==> src/rtl/main_nios2_qsys_0_oci_dct_pkg.sv <==
// Shared constants, types and the slot-insert helper for the OCI DCT packer.
package main_nios2_qsys_0_oci_dct_pkg;

  localparam int unsigned DCT_SYM_W      = 2;
  localparam int unsigned DCT_DEPTH      = 15;
  localparam int unsigned DCT_BUF_W      = DCT_SYM_W * DCT_DEPTH;
  localparam int unsigned DCT_CNT_W      = 4;
  localparam int unsigned DCT_DROP_CNT_W = 16;

  typedef enum logic {
    FILL = 1'b0,
    HOLD = 1'b1
  } dct_state_t;

  typedef logic [DCT_BUF_W-1:0] dct_buf_t;
  typedef logic [DCT_CNT_W-1:0] dct_cnt_t;
  typedef logic [DCT_SYM_W-1:0] dct_sym_t;

  // Frame payload handed to the trace memory writer
  typedef struct packed {
    dct_buf_t data;
    dct_cnt_t count;
  } dct_frame_t;

  // Write one symbol into the given slot of a packing buffer
  function automatic dct_buf_t dct_insert(dct_buf_t b, dct_cnt_t slot, dct_sym_t s);
    dct_buf_t r;
    r = b;
    for (int unsigned i = 0; i < DCT_DEPTH; i++) begin
      if (slot == DCT_CNT_W'(i)) r[i*DCT_SYM_W +: DCT_SYM_W] = s;
    end
    return r;
  endfunction

endpackage

==> src/rtl/main_nios2_qsys_0_oci_dct_frame_reg.sv <==
// One-entry valid/ready frame register between the packer and the trace writer.
module main_nios2_qsys_0_oci_dct_frame_reg
  import main_nios2_qsys_0_oci_dct_pkg::*;
(
  input  logic       clk,
  input  logic       reset,
  input  logic       load,
  input  dct_frame_t frame_in,
  input  logic       ready,
  output logic       valid,
  output dct_frame_t frame_out,
  output logic       slot_free
);

  // A held frame that drains this cycle frees the slot for a same-cycle refill
  assign slot_free = !valid || ready;

  // Capture on load, hold while stalled, clear once consumed
  always_ff @(posedge clk) begin
    if (reset) begin
      valid     <= 1'b0;
      frame_out <= '0;
    end else if (load) begin
      valid     <= 1'b1;
      frame_out <= frame_in;
    end else if (valid && ready) begin
      valid     <= 1'b0;
      frame_out <= '0;
    end
  end

endmodule

==> src/rtl/main_nios2_qsys_0_oci_dct_packer.sv <==
// Packs 2-bit trace symbols into 30-bit DCT frames; drops symbols when no storage is free.
// Optional saturating drop counter enabled by defining OCI_DCT_DROP_CNT_EN.
module main_nios2_qsys_0_oci_dct_packer
  import main_nios2_qsys_0_oci_dct_pkg::*;
(
  input  logic                      clk,
  input  logic                      reset,
  input  logic                      sym_valid,
  input  logic [DCT_SYM_W-1:0]      sym,
  input  logic                      flush,
  output logic [DCT_BUF_W-1:0]      dct_buffer,
  output logic [DCT_CNT_W-1:0]      dct_count,
  output logic                      frame_valid,
  input  logic                      frame_ready,
  output logic [DCT_BUF_W-1:0]      frame_data,
  output logic [DCT_CNT_W-1:0]      frame_count,
  output logic                      overflow,
  output logic                      idle,
  output logic [DCT_DROP_CNT_W-1:0] drop_count
);

  dct_state_t state_q, state_n;
  dct_buf_t   buf_q, buf_n, fill_buf;
  dct_cnt_t   cnt_q, cnt_n, fill_cnt;
  logic       pend_q, pend_n;
  logic       ovf_q, ovf_n;
  logic       idle_q, idle_n;
  logic       close;
  logic       load;
  logic       drop;
  logic       slot_free;
  dct_frame_t load_frame;
  dct_frame_t frame_q;

  main_nios2_qsys_0_oci_dct_frame_reg u_frame_reg (
    .clk       (clk),
    .reset     (reset),
    .load      (load),
    .frame_in  (load_frame),
    .ready     (frame_ready),
    .valid     (frame_valid),
    .frame_out (frame_q),
    .slot_free (slot_free)
  );

  // Packing state registers
  always_ff @(posedge clk) begin
    if (reset) begin
      state_q <= FILL;
      buf_q   <= '0;
      cnt_q   <= '0;
      pend_q  <= 1'b0;
      ovf_q   <= 1'b0;
      idle_q  <= 1'b1;
    end else begin
      state_q <= state_n;
      buf_q   <= buf_n;
      cnt_q   <= cnt_n;
      pend_q  <= pend_n;
      ovf_q   <= ovf_n;
      idle_q  <= idle_n;
    end
  end

  // Next-state: fill, close into the frame slot, or hold until the slot frees
  always_comb begin
    state_n    = state_q;
    buf_n      = buf_q;
    cnt_n      = cnt_q;
    pend_n     = pend_q;
    ovf_n      = ovf_q;
    load       = 1'b0;
    load_frame = '0;
    drop       = 1'b0;
    close      = 1'b0;
    fill_buf   = sym_valid ? dct_insert(buf_q, cnt_q, sym) : buf_q;
    fill_cnt   = cnt_q + DCT_CNT_W'(sym_valid);

    unique case (state_q)
      FILL: begin
        close = (fill_cnt == DCT_CNT_W'(DCT_DEPTH)) || (flush && (fill_cnt != '0));
        if (close && slot_free) begin
          load       = 1'b1;
          load_frame = '{data: fill_buf, count: fill_cnt};
          buf_n      = '0;
          cnt_n      = '0;
          pend_n     = 1'b0;
        end else if (close) begin
          // Slot busy: keep the closed frame; a short one is marked as flushed
          buf_n   = fill_buf;
          cnt_n   = fill_cnt;
          pend_n  = (fill_cnt != DCT_CNT_W'(DCT_DEPTH));
          state_n = HOLD;
        end else begin
          buf_n = fill_buf;
          cnt_n = fill_cnt;
        end
      end
      HOLD: begin
        // Symbols are dropped here, including in the transfer cycle, to keep order
        drop = sym_valid;
        if (drop) ovf_n = 1'b1;
        if (slot_free) begin
          load       = 1'b1;
          load_frame = '{data: buf_q, count: cnt_q};
          buf_n      = '0;
          cnt_n      = '0;
          pend_n     = 1'b0;
          state_n    = FILL;
        end
      end
      default: state_n = FILL;
    endcase

    idle_n = (cnt_n == '0) && !pend_n && !(load || (frame_valid && !frame_ready));
  end

  assign dct_buffer  = buf_q;
  assign dct_count   = cnt_q;
  assign frame_data  = frame_q.data;
  assign frame_count = frame_q.count;
  assign overflow    = ovf_q;
  assign idle        = idle_q;

`ifdef OCI_DCT_DROP_CNT_EN
  logic [DCT_DROP_CNT_W-1:0] drop_cnt_q;

  // Saturating count of dropped symbols, cleared only by reset
  always_ff @(posedge clk) begin
    if (reset) begin
      drop_cnt_q <= '0;
    end else if (drop && (drop_cnt_q != '1)) begin
      drop_cnt_q <= drop_cnt_q + DCT_DROP_CNT_W'(1);
    end
  end

  assign drop_count = drop_cnt_q;
`else
  logic unused_drop;

  assign unused_drop = drop;
  assign drop_count  = '0;
`endif

endmodule

==> config.mk <==
export PLATFORM = sky130hd
export DESIGN_NAME = main_nios2_qsys_0_oci_dct_packer
export DESIGN_NICKNAME = d
export VERILOG_FILES = /design/src/rtl/main_nios2_qsys_0_oci_dct_pkg.sv /design/src/rtl/main_nios2_qsys_0_oci_dct_frame_reg.sv /design/src/rtl/main_nios2_qsys_0_oci_dct_packer.sv
export SDC_FILE = /design/constraint.sdc
export NUM_CORES = 1
export LEC_CHECK = 0
export CAP_MARGIN = 20
export CORE_ASPECT_RATIO = 1.75
export CORE_MARGIN = 5
export CORE_UTILIZATION = 40
export CTS_CLUSTER_SIZE = 10
export DETAILED_ROUTE_END_ITERATION = 10
export GPL_TIMING_DRIVEN = 0
export PLACE_DENSITY = 0.75
export SYNTH_ARGS = -nofsm -noshare
export SYNTH_HDL_FRONTEND = slang
export SYNTH_SLANG_ARGS = --single-unit
==> constraint.sdc <==
create_clock -name clk -period 3.45 [get_ports clk]
set_clock_uncertainty 0.05 [all_clocks]
set_input_delay 0.8625 -clock clk [delete_from_list [all_inputs] [get_ports clk]]
set_output_delay 0.8625 -clock clk [all_outputs]
set_load 0.1 [all_outputs]
### After elaboration in Yosys (flattened, before gate mapping)

Cells that the tools add are included.

| word-level totals | value |
|---|---|
| bits in registers | 73 |
| input bits | 7 |

| cells by class | value |
|---|---|
| multiplexer cells | 40 |
| equality and inequality tests | 17 |
| reduce and logical (&&, ||, !) cells | 18 |
| bitwise logic cells | 1 |
| add/subtract/negate cells | 1 |

Operators with widths:

| operator | count |
|---|---|
| $mux W34 | 4 |
| $mux W30 | 3 |
| $pmux W34 S2 | 1 |
| $pmux W30 S2 | 1 |
| $eq A4 B4 Y1 const B | 8 |
| $mux W2 | 15 |
| $eq A4 B3 Y1 const B | 4 |
| $mux W1 | 10 |
| $eq A4 B2 Y1 const B | 2 |
| $logic_not A4 Y1 | 2 |
| $mux W4 | 2 |
| $pmux W4 S2 | 1 |
| $logic_and A1 B1 Y1 | 6 |
| $pmux W1 S2 | 3 |
| $add A4 B1 Y4 | 1 |
| $eq A4 B1 Y1 const B | 1 |
| $logic_not A1 Y1 | 4 |
| $ne A4 B4 Y1 const B | 1 |
| $reduce_bool A4 Y1 | 1 |
| $logic_or A1 B1 Y1 | 3 |
| $ne A2 B1 Y1 const B | 1 |
| $reduce_and A2 Y1 | 1 |
| $reduce_bool A2 Y1 | 1 |
| $not A1 Y1 | 1 |

### Longest topological paths before layout

Gate-level depths: netlist of run 1.

| logic depth | value |
|---|---|
| word-level depth | 10 |
| gate-level depth with buffers | 8 |
| depth with buffers taken out | 7 |

### Modules after synthesis

A second synthesis of run 1 with hierarchy kept.

| unflattened totals | value |
|---|---|
| cells, all modules | 448 |
| area, all modules | 4030.1 µm² |

Modules (own cells, without submodules):

| module | sequential area each (µm²) | cells an instance | area each (µm²) | instances |
|---|---|---|---|---|
| main_nios2_qsys_0_oci_dct_packer | 760.7 | 293 | 2427.3 | 1 |
| main_nios2_qsys_0_oci_dct_frame_reg | 700.7 | 155 | 1602.8 | 1 |

### Least setup slack after synthesis of run 1

No wires, ideal clock.

| timing | value |
|---|---|
| path type | register to register |
| start point | register cnt_q[0] (netlist: dct_count[0]) |
| end point | register u_frame_reg.frame_out[28] (netlist name) |
| arrival | 2.885 ns |
| cell stages (with the launch flop) | 9 |
| setup slack | 0.393 ns |
| required time | 3.278 ns |
| period minus slack after synthesis | 3.057 ns |
| cells stage by stage | dfxtp_1 ha_1 ha_1 xor2_2 o31a_1 o211ai_2 buf_4 o21ai_1 a221o_1 |

| on the way | value |
|---|---|
| cells in the longest elaborated chain, start to end | 8 |

RTL lines:

| what | RTL line | text |
|---|---|---|
| from (decl) | main_nios2_qsys_0_oci_dct_packer.sv:24 | `dct_cnt_t cnt_q, cnt_n, fill_cnt;` |
| from (signal assigned) | main_nios2_qsys_0_oci_dct_packer.sv:58 | `cnt_q <= cnt_n;` |
| $add A4 B1 Y4 | main_nios2_qsys_0_oci_dct_packer.sv:77 | `fill_cnt = cnt_q + DCT_CNT_W'(sym_valid);` |
| $reduce_bool A4 Y1 | main_nios2_qsys_0_oci_dct_packer.sv:81 | `close = (fill_cnt == DCT_CNT_W'(DCT_DEPTH)) \|\| (flush && (fill_cnt != '0));` |
| $logic_and A1 B1 Y1 | main_nios2_qsys_0_oci_dct_packer.sv:81 |  |
| $logic_or A1 B1 Y1 | main_nios2_qsys_0_oci_dct_packer.sv:81 |  |
| $logic_and A1 B1 Y1 | main_nios2_qsys_0_oci_dct_packer.sv:82 | `if (close && slot_free) begin` |
| $mux W34 or $mux W1 (tied branches) | main_nios2_qsys_0_oci_dct_packer.sv:82 |  |
| $pmux W34 S2 or $pmux W1 S2 (tied branches) | main_nios2_qsys_0_oci_dct_packer.sv:79 | `unique case (state_q)` |
| $mux W34 or $reduce_bool A2 Y1 (tied branches) | -- |  |
| to (signal assigned) | main_nios2_qsys_0_oci_dct_frame_reg.sv:25 | `frame_out <= frame_in;` |
| to (decl) | main_nios2_qsys_0_oci_dct_frame_reg.sv:11 | `output dct_frame_t frame_out,` |

Several ways; a longest one is shown, not always the timed one.
A chain may end at the register's enable or synchronous reset.

### Worst setup path after layout of run 1

| timing | value |
|---|---|
| start point | input sym_valid |
| end point | register u_frame_reg.frame_out[29] (netlist name) |

| on the way | value |
|---|---|
| cells in the longest elaborated chain, start to end | 8 |

RTL lines:

| what | RTL line | text |
|---|---|---|
| from (decl) | main_nios2_qsys_0_oci_dct_packer.sv:8 | `input logic sym_valid,` |
| $add A4 B1 Y4 | main_nios2_qsys_0_oci_dct_packer.sv:77 |  |
| $reduce_bool A4 Y1 | main_nios2_qsys_0_oci_dct_packer.sv:81 |  |
| $logic_and A1 B1 Y1 | main_nios2_qsys_0_oci_dct_packer.sv:81 |  |
| $logic_or A1 B1 Y1 | main_nios2_qsys_0_oci_dct_packer.sv:81 |  |
| $logic_and A1 B1 Y1 | main_nios2_qsys_0_oci_dct_packer.sv:82 |  |
| $mux W34 or $mux W1 (tied branches) | main_nios2_qsys_0_oci_dct_packer.sv:82 |  |
| $pmux W34 S2 or $pmux W1 S2 (tied branches) | main_nios2_qsys_0_oci_dct_packer.sv:79 |  |
| $mux W34 or $reduce_bool A2 Y1 (tied branches) | -- |  |

Several ways; a longest one is shown, not always the timed one.

==> impl_metrics.ini, run 1 <==
[status]
status = completed

[hold_path]
min_path_type = register to register
whs_path_depth = 1
min-delay-start = u_frame_reg.frame_out[20]$_SDFFE_PP0P_
min_to = u_frame_reg.frame_out[20]$_SDFFE_PP0P_

[final_layout]
synthToLayoutAreaGrowth_pct = 36.6
drive_above_1_share_pct = 10.0
layout_common_cells = 85 x nor2_1, 76 x clkdlybuf4s50_1, 73 x dfxtp_1
n_antenna_cell = 0
final_common_cell = nor2_1
nets = 502
nFillCells = 745

[floorplanning]
coreArea_um2 = 8260
die_area_um2 = 10400
row_count = 44
die_width_um = 79.3
fp.dieH_um = 131
start_util_pct = 40.7
ios = 94

[sta]
worst_slack_ns = 0.132
whs_ns = 0.434
finalCritPeriodShare_pct = 96.2
slew_headroom_pct = 32.7
rsz0062_at_grt = false
hold_viol_final = 0
slew_violations = 0
fmax_ghz = 0.301
setup_viol = 0
min_period_ns = 3.32
worst_pin_slew_ns = 1.01

[synth]
syn_area_um2 = 3360
ys_types = 46
synth_area_per_cell_um2 = 8.59
synth_flop_cell = dfxtp_1
synth_simple_gate_area_share_pct = 18.9
synth-async-reset-ratio_pct = 0
postSynthCellCount = 391
synth_edf_count = 0
synthMuxAreaShare_pct = 0.298
synth_xor_area_share_pct = 1.23
synth_compound_area_share_pct = 27.3
seq_area_frac_synth_pct = 43.5
ys.warnings.count = 0
synth_seq_cells = 73
synth_top_family_by_area = compound AO/OA/AOI/OAI gates
synth_fa_ha_area_share_pct = 0.745

[critical_path]
required_ns = 3.63
r2r-start = dct_count[0]$_SDFF_PP0_
path_cells = clkdlybuf4s50_1 > ha_1 > ha_1 > xor2_2 > o31a_1 > o211ai_2 > buf_4 > o21ai_1 > a221o_1
crit_arrival_ns = 3.49
cp_top_family = compound AO/OA/AOI/OAI gates
reg2reg_slack_ns = 0.66
cp-start-kind = primary input
cp_max_fo = 10
critPathMostFrequentCell = ha_1
reg2reg_depth = 8
critical_path_class = primary input to register
cp-end-kind = register
crit_slowest_cell = o211ai_2
r2r-end = u_frame_reg.frame_out[29]$_SDFFE_PP0P_
crit_buf_inv = 2
critPathMaxStageDelay_ns = 0.44

[placed_design]
numPortBuffers = 76
gp_congestion = 0.865
hpwl_um = 7950
post-place-ws_ns = -0.171

[drt]
wl_met2_um = 5560
dr.pass1.iters = 5
vias = 3384
postRouteWirelength_um = 10400
viasPerCell = 5.74
drc = 0
drt_iter0_markers = 187
wl_met3_um = 562
met1Wirelength_um = 3810
dr.max_layer_used = met4
wl_per_cell_um = 17.6
ant_nets = 0

[clock_tree]
ctsResizeCount = 0
clkSinkCount = 73
insertion_delay_ns = 0.34
path_clk_slew_ns = 0.05
cts-root-buf = clkbuf_16
h-tree-depth = 3
numCtsBuffers = 9
hold_buffers = 0
cts_tree = yes
cts_buffer_depth = 2
cts_setup_buffers = 0

[grt]
antenna_found_initial = 0
grt_pass1_vias = 3355
grt_max_degree = 13
gr-total-overflow = 0
grt_usage_pct = 20.4
grt_pass1_wl_um = 16700

[power_and_ir_drop]
fin_total_pwr_mw = 2.16
static-leakage-power_nw = 1.67
ir_drop_uv = 258
power.density_nw_per_um2 = 471

[flow_run]
cap_violations = 0
## area by class of cell
type	count	area (um2)	share of cell area [%]
buffer	43	254	5.54
multi-input combinational	287	1690	36.8
tap	92	115	2.51
inverter	3	11.3	0.246
clock buffer	10	239	5.21
sequential	73	1460	31.9
timing repair buffer	76	761	16.6
clock inverter	6	57.6	1.26
## cell usage after synthesis (all sizes together) (4+ instances only)
master / n / area, um2
a21oi: 7 / 38.8
a221o: 32 / 320
a22oi: 30 / 225
buf: 26 / 190
clkbuf: 17 / 63.8
dfxtp: 73 / 1460
nand2: 20 / 75.1
nand2b: 4 / 25.0
nand3: 5 / 25.0
nor2: 85 / 319
nor2b: 9 / 56.3
nor3: 6 / 30.0
nor3b: 4 / 30.0
o211ai: 4 / 45.1
o21ai: 33 / 165
## worst reg2reg max path, delay by kind of cell (launching register included)
family	cells	cell delay (ns)
XOR/XNOR	1	0.14
flip-flops	1	0.48
adder cells (fa/ha/maj)	2	0.48
AO/OA/AOI/OAI	4	1.25
buffers and inverters	1	0.28
## flip-flops by register name, summed over array words and instances, names as in the netlist
name / flops
u_frame_reg.frame_out: 34
dct_buffer: 30
dct_count: 4
idle: 1
overflow: 1
pend_q: 1
state_q: 1
u_frame_reg.valid: 1
## cells by family after synthesis
family	count (synthesis)
buffers and inverters	46
DFF	73
and+or+nand+nor	144
adders and majority gates	2
xor gates and xnor gates	3
other	1
muxes	1
AOI/OAI and AO/OA	121
## per-stage QoR
stage | instance area (um2) | cells | setup TNS [ns] | util (%)
floorplan | 3410 | 406 | 0 | -
global placement | 4290 | 574 | -2.37 | 51.9
detailed placement | 4290 | 574 | -2.92 | 51.9
CTS | 4590 | 590 | 0 | 55.5
global route | 4590 | 590 | 0 | 55.5
finish | 4590 | 590 | 0 | 55.5
## where the power goes
group | total [mW] | internal [mW] | switching (mW) | leakage [nW]
sequential | 0.869 | 0.856 | 0.0131 | 0.589
clock | 0.923 | 0.573 | 0.350 | 0.148
combinational | 0.370 | 0.0884 | 0.282 | 0.929
total | 2.16 | 1.52 | 0.645 | 1.67
## worst max-delay path by stage
stage	start	to	slack [ns]	cells past startpoint
floorplan	dct_count[0]$_SDFF_PP0_	u_frame_reg.frame_out[28]$_SDFFE_PP0P_	0.39	8
detailed placement	sym_valid	u_frame_reg.frame_out[28]$_SDFFE_PP0P_	-0.17	9
finish	sym_valid	u_frame_reg.frame_out[29]$_SDFFE_PP0P_	0.13	9
global route	sym_valid	u_frame_reg.frame_out[6]$_SDFFE_PP0P_	0.03	9
CTS	sym_valid	u_frame_reg.frame_out[29]$_SDFFE_PP0P_	0.18	9
global placement	sym_valid	u_frame_reg.frame_out[29]$_SDFFE_PP0P_	-0.15	9
## per-layer routing
metal  vias to the layer above  global-route usage [%]
met1                      1628                    21.5
met4                         0                    13.0
met5                         -                       0
li1                       1601                       -
met3                        28                    4.18
met2                       127                    35.9
(Power assumes the default switching activity.)
==> inputs of run 2 (changes only) <==
--- a/config.mk
+++ b/config.mk
@@ -9,7 +9,6 @@
 export CORE_ASPECT_RATIO = 1.75
 export CORE_MARGIN = 5
 export CORE_UTILIZATION = 40
-export CTS_CLUSTER_SIZE = 10
 export DETAILED_ROUTE_END_ITERATION = 10
 export GPL_TIMING_DRIVEN = 0
 export PLACE_DENSITY = 0.75
==> results of run 2 <==
Final layout, timing and power as in run 1 (identical DEF).
==> inputs of run 3 (changes only) <==
--- a/config.mk
+++ b/config.mk
@@ -7,7 +7,7 @@
 export LEC_CHECK = 0
 export CAP_MARGIN = 20
 export CORE_ASPECT_RATIO = 1.75
-export CORE_MARGIN = 5
+export CORE_MARGIN = 3
 export CORE_UTILIZATION = 40
 export DETAILED_ROUTE_END_ITERATION = 10
 export GPL_TIMING_DRIVEN = 0
==> run 3 against run 2 <==
  * Clock power rose by 4.7%
  * Maximum frequency is 0.43% higher
  * Setup slack improved by 0.014 ns
  * Final area up 0.38%
  * Register-to-register slack hardly changed
  * Flip-flop and latch count is the same
  * Die area down 7.9%
  * Utilization increased by 1.5 points
  * First-iteration DRC count up 28%
  * Worst hold slack lost 0.0043 ns
  * Sequential share of layout area fell by 0.12 points
  * Critical endpoint unchanged
==> impl_metrics.ini, run 3 (synthesis gave the netlist of run 1 again) <==
[status]
status = completed

[final_layout]
regMostFlops = u_frame_reg.frame_out
n_antenna_cell = 0
final_common_cell = nor2_1
synthToLayoutAreaGrowth_pct = 37.1
multi_input_area_um2 = 1690
stdcell_count = 588
nets = 502
seq_area_um2 = 1460
largest_reg_flops = 34
utilization_pct = 57.0
layout_common_cells = 85 x nor2_1, 76 x clkdlybuf4s50_1, 73 x dfxtp_1
nFillCells = 719
final_area_um2 = 4600
drive_above_1_share_pct = 10.0

[floorplanning]
coreArea_um2 = 8070
ios = 94
start_util_pct = 41.6
row_count = 43
die_area_um2 = 9570
fp.dieH_um = 127
die_width_um = 75.3

[critical_path]
crit_arrival_ns = 3.48
critPathMostFrequentCell = ha_1
critical_path_class = primary input to register
path_cells = clkdlybuf4s50_1 > ha_1 > ha_1 > xor2_2 > o31a_1 > o211ai_2 > buf_4 > o21ai_1 > a221o_1
crit_slowest_cell = clkdlybuf4s50_1
r2r-start = dct_count[0]$_SDFF_PP0_
required_ns = 3.63
cp-end-kind = register
cp-start-kind = primary input
startpoint = sym_valid
critPathMaxStageDelay_ns = 0.43
cp_top_family = compound AO/OA/AOI/OAI gates
crit_buf_inv = 2
cp_max_fo = 10

[power_and_ir_drop]
combPwrFrac_pct = 16.8
switchingPower_mw = 0.646
clkPwrFrac_pct = 43.8
static-leakage-power_nw = 1.67
power.density_nw_per_um2 = 479
p_sw_share_pct = 29.3
internal_power_mw = 1.56
share_seq_of_total_power_pct = 39.4
ir_drop_uv = 231
fin_total_pwr_mw = 2.21

[sta]
tns_ns = 0
whs_ns = 0.430
setup_viol = 0
slew_violations = 0
worst_slack_ns = 0.146
fmax_ghz = 0.303
finalCritPeriodShare_pct = 95.8
worst_pin_slew_ns = 0.986
min_period_ns = 3.30
hold_viol_final = 0
slew_headroom_pct = 34.1
rsz0062_at_grt = false

[grt]
grt_pass1_vias = 3224
grt_max_degree = 13
gr-total-overflow = 0
grt_pass1_wl_um = 16200
grt_usage_pct = 22.0
antenna_found_initial = 0

[hold_path]
min-delay-start = u_frame_reg.frame_out[12]$_SDFFE_PP0P_
min_path_type = register to register

[drt]
ant_nets = 0
wl_per_cell_um = 17.3
viasPerCell = 5.80
vias = 3409
postRouteWirelength_um = 10200
drt_iter0_markers = 239
drc = 0
dr.pass1.iters = 5

[clock_tree]
h-tree-depth = 3
hold_buffers = 0
cts_setup_buffers = 0
cts_buffer_depth = 2
numCtsBuffers = 9
cts_tree = yes
path_clk_slew_ns = 0.06
insertion_delay_ns = 0.34
cts-root-buf = clkbuf_16
ctsResizeCount = 0
clkSinkCount = 73

[placed_design]
numPortBuffers = 76
post-place-ws_ns = -0.165
hpwl_um = 7660
place_area_um2 = 4290
gp_congestion = 0.922
dp_cells = 572

[flow_run]
cap_violations = 0
-- run 3: path summary, 6_finish.rpt --
check | end | slack (ns) | cells past startpoint
hold reg to reg | u_frame_reg.frame_out[12]$_SDFFE_PP0P_ | 0.43 | 1
hold / removal | u_frame_reg.frame_out[12]$_SDFFE_PP0P_ | 0.43 | 1
setup / recovery | u_frame_reg.frame_out[29]$_SDFFE_PP0P_ | 0.15 | 9
setup reg to reg | u_frame_reg.frame_out[29]$_SDFFE_PP0P_ | 0.65 | 8
-- run 3: per-layer routing --
metal	global-route usage [%]	vias to the layer above	share of wire (%)
met3	3.15	39	5.8
met4	13.4	0	4.8
met2	38.0	174	53
met1	24.6	1597	36
li1	-	1599	-
met5	0	-	0
-- run 3: layout make-up --
class,instances,area share (%)
Buffer,43,5.52
Multi-Input combinational cell,287,36.6
Sequential cell,73,31.7
Clock inverter,4,1.09
Tap cell,90,2.45
Timing Repair Buffer,76,16.5
Inverter,3,0.245
Clock buffer,12,5.79
-- run 3: power by group through the flow --
stage | clock network (mW) | logic (mW) | registers [mW]
6_report | 0.966 | 0.371 | 0.869
4_1_cts | 0.973 | 0.368 | 0.869
3_5_place_dp | 0 | 0.368 | 0.887
2_1_floorplan | 0 | 0.212 | 0.970
3_3_place_gp | 0 | 0.363 | 0.887
5_1_grt | 1.00 | 0.391 | 0.870
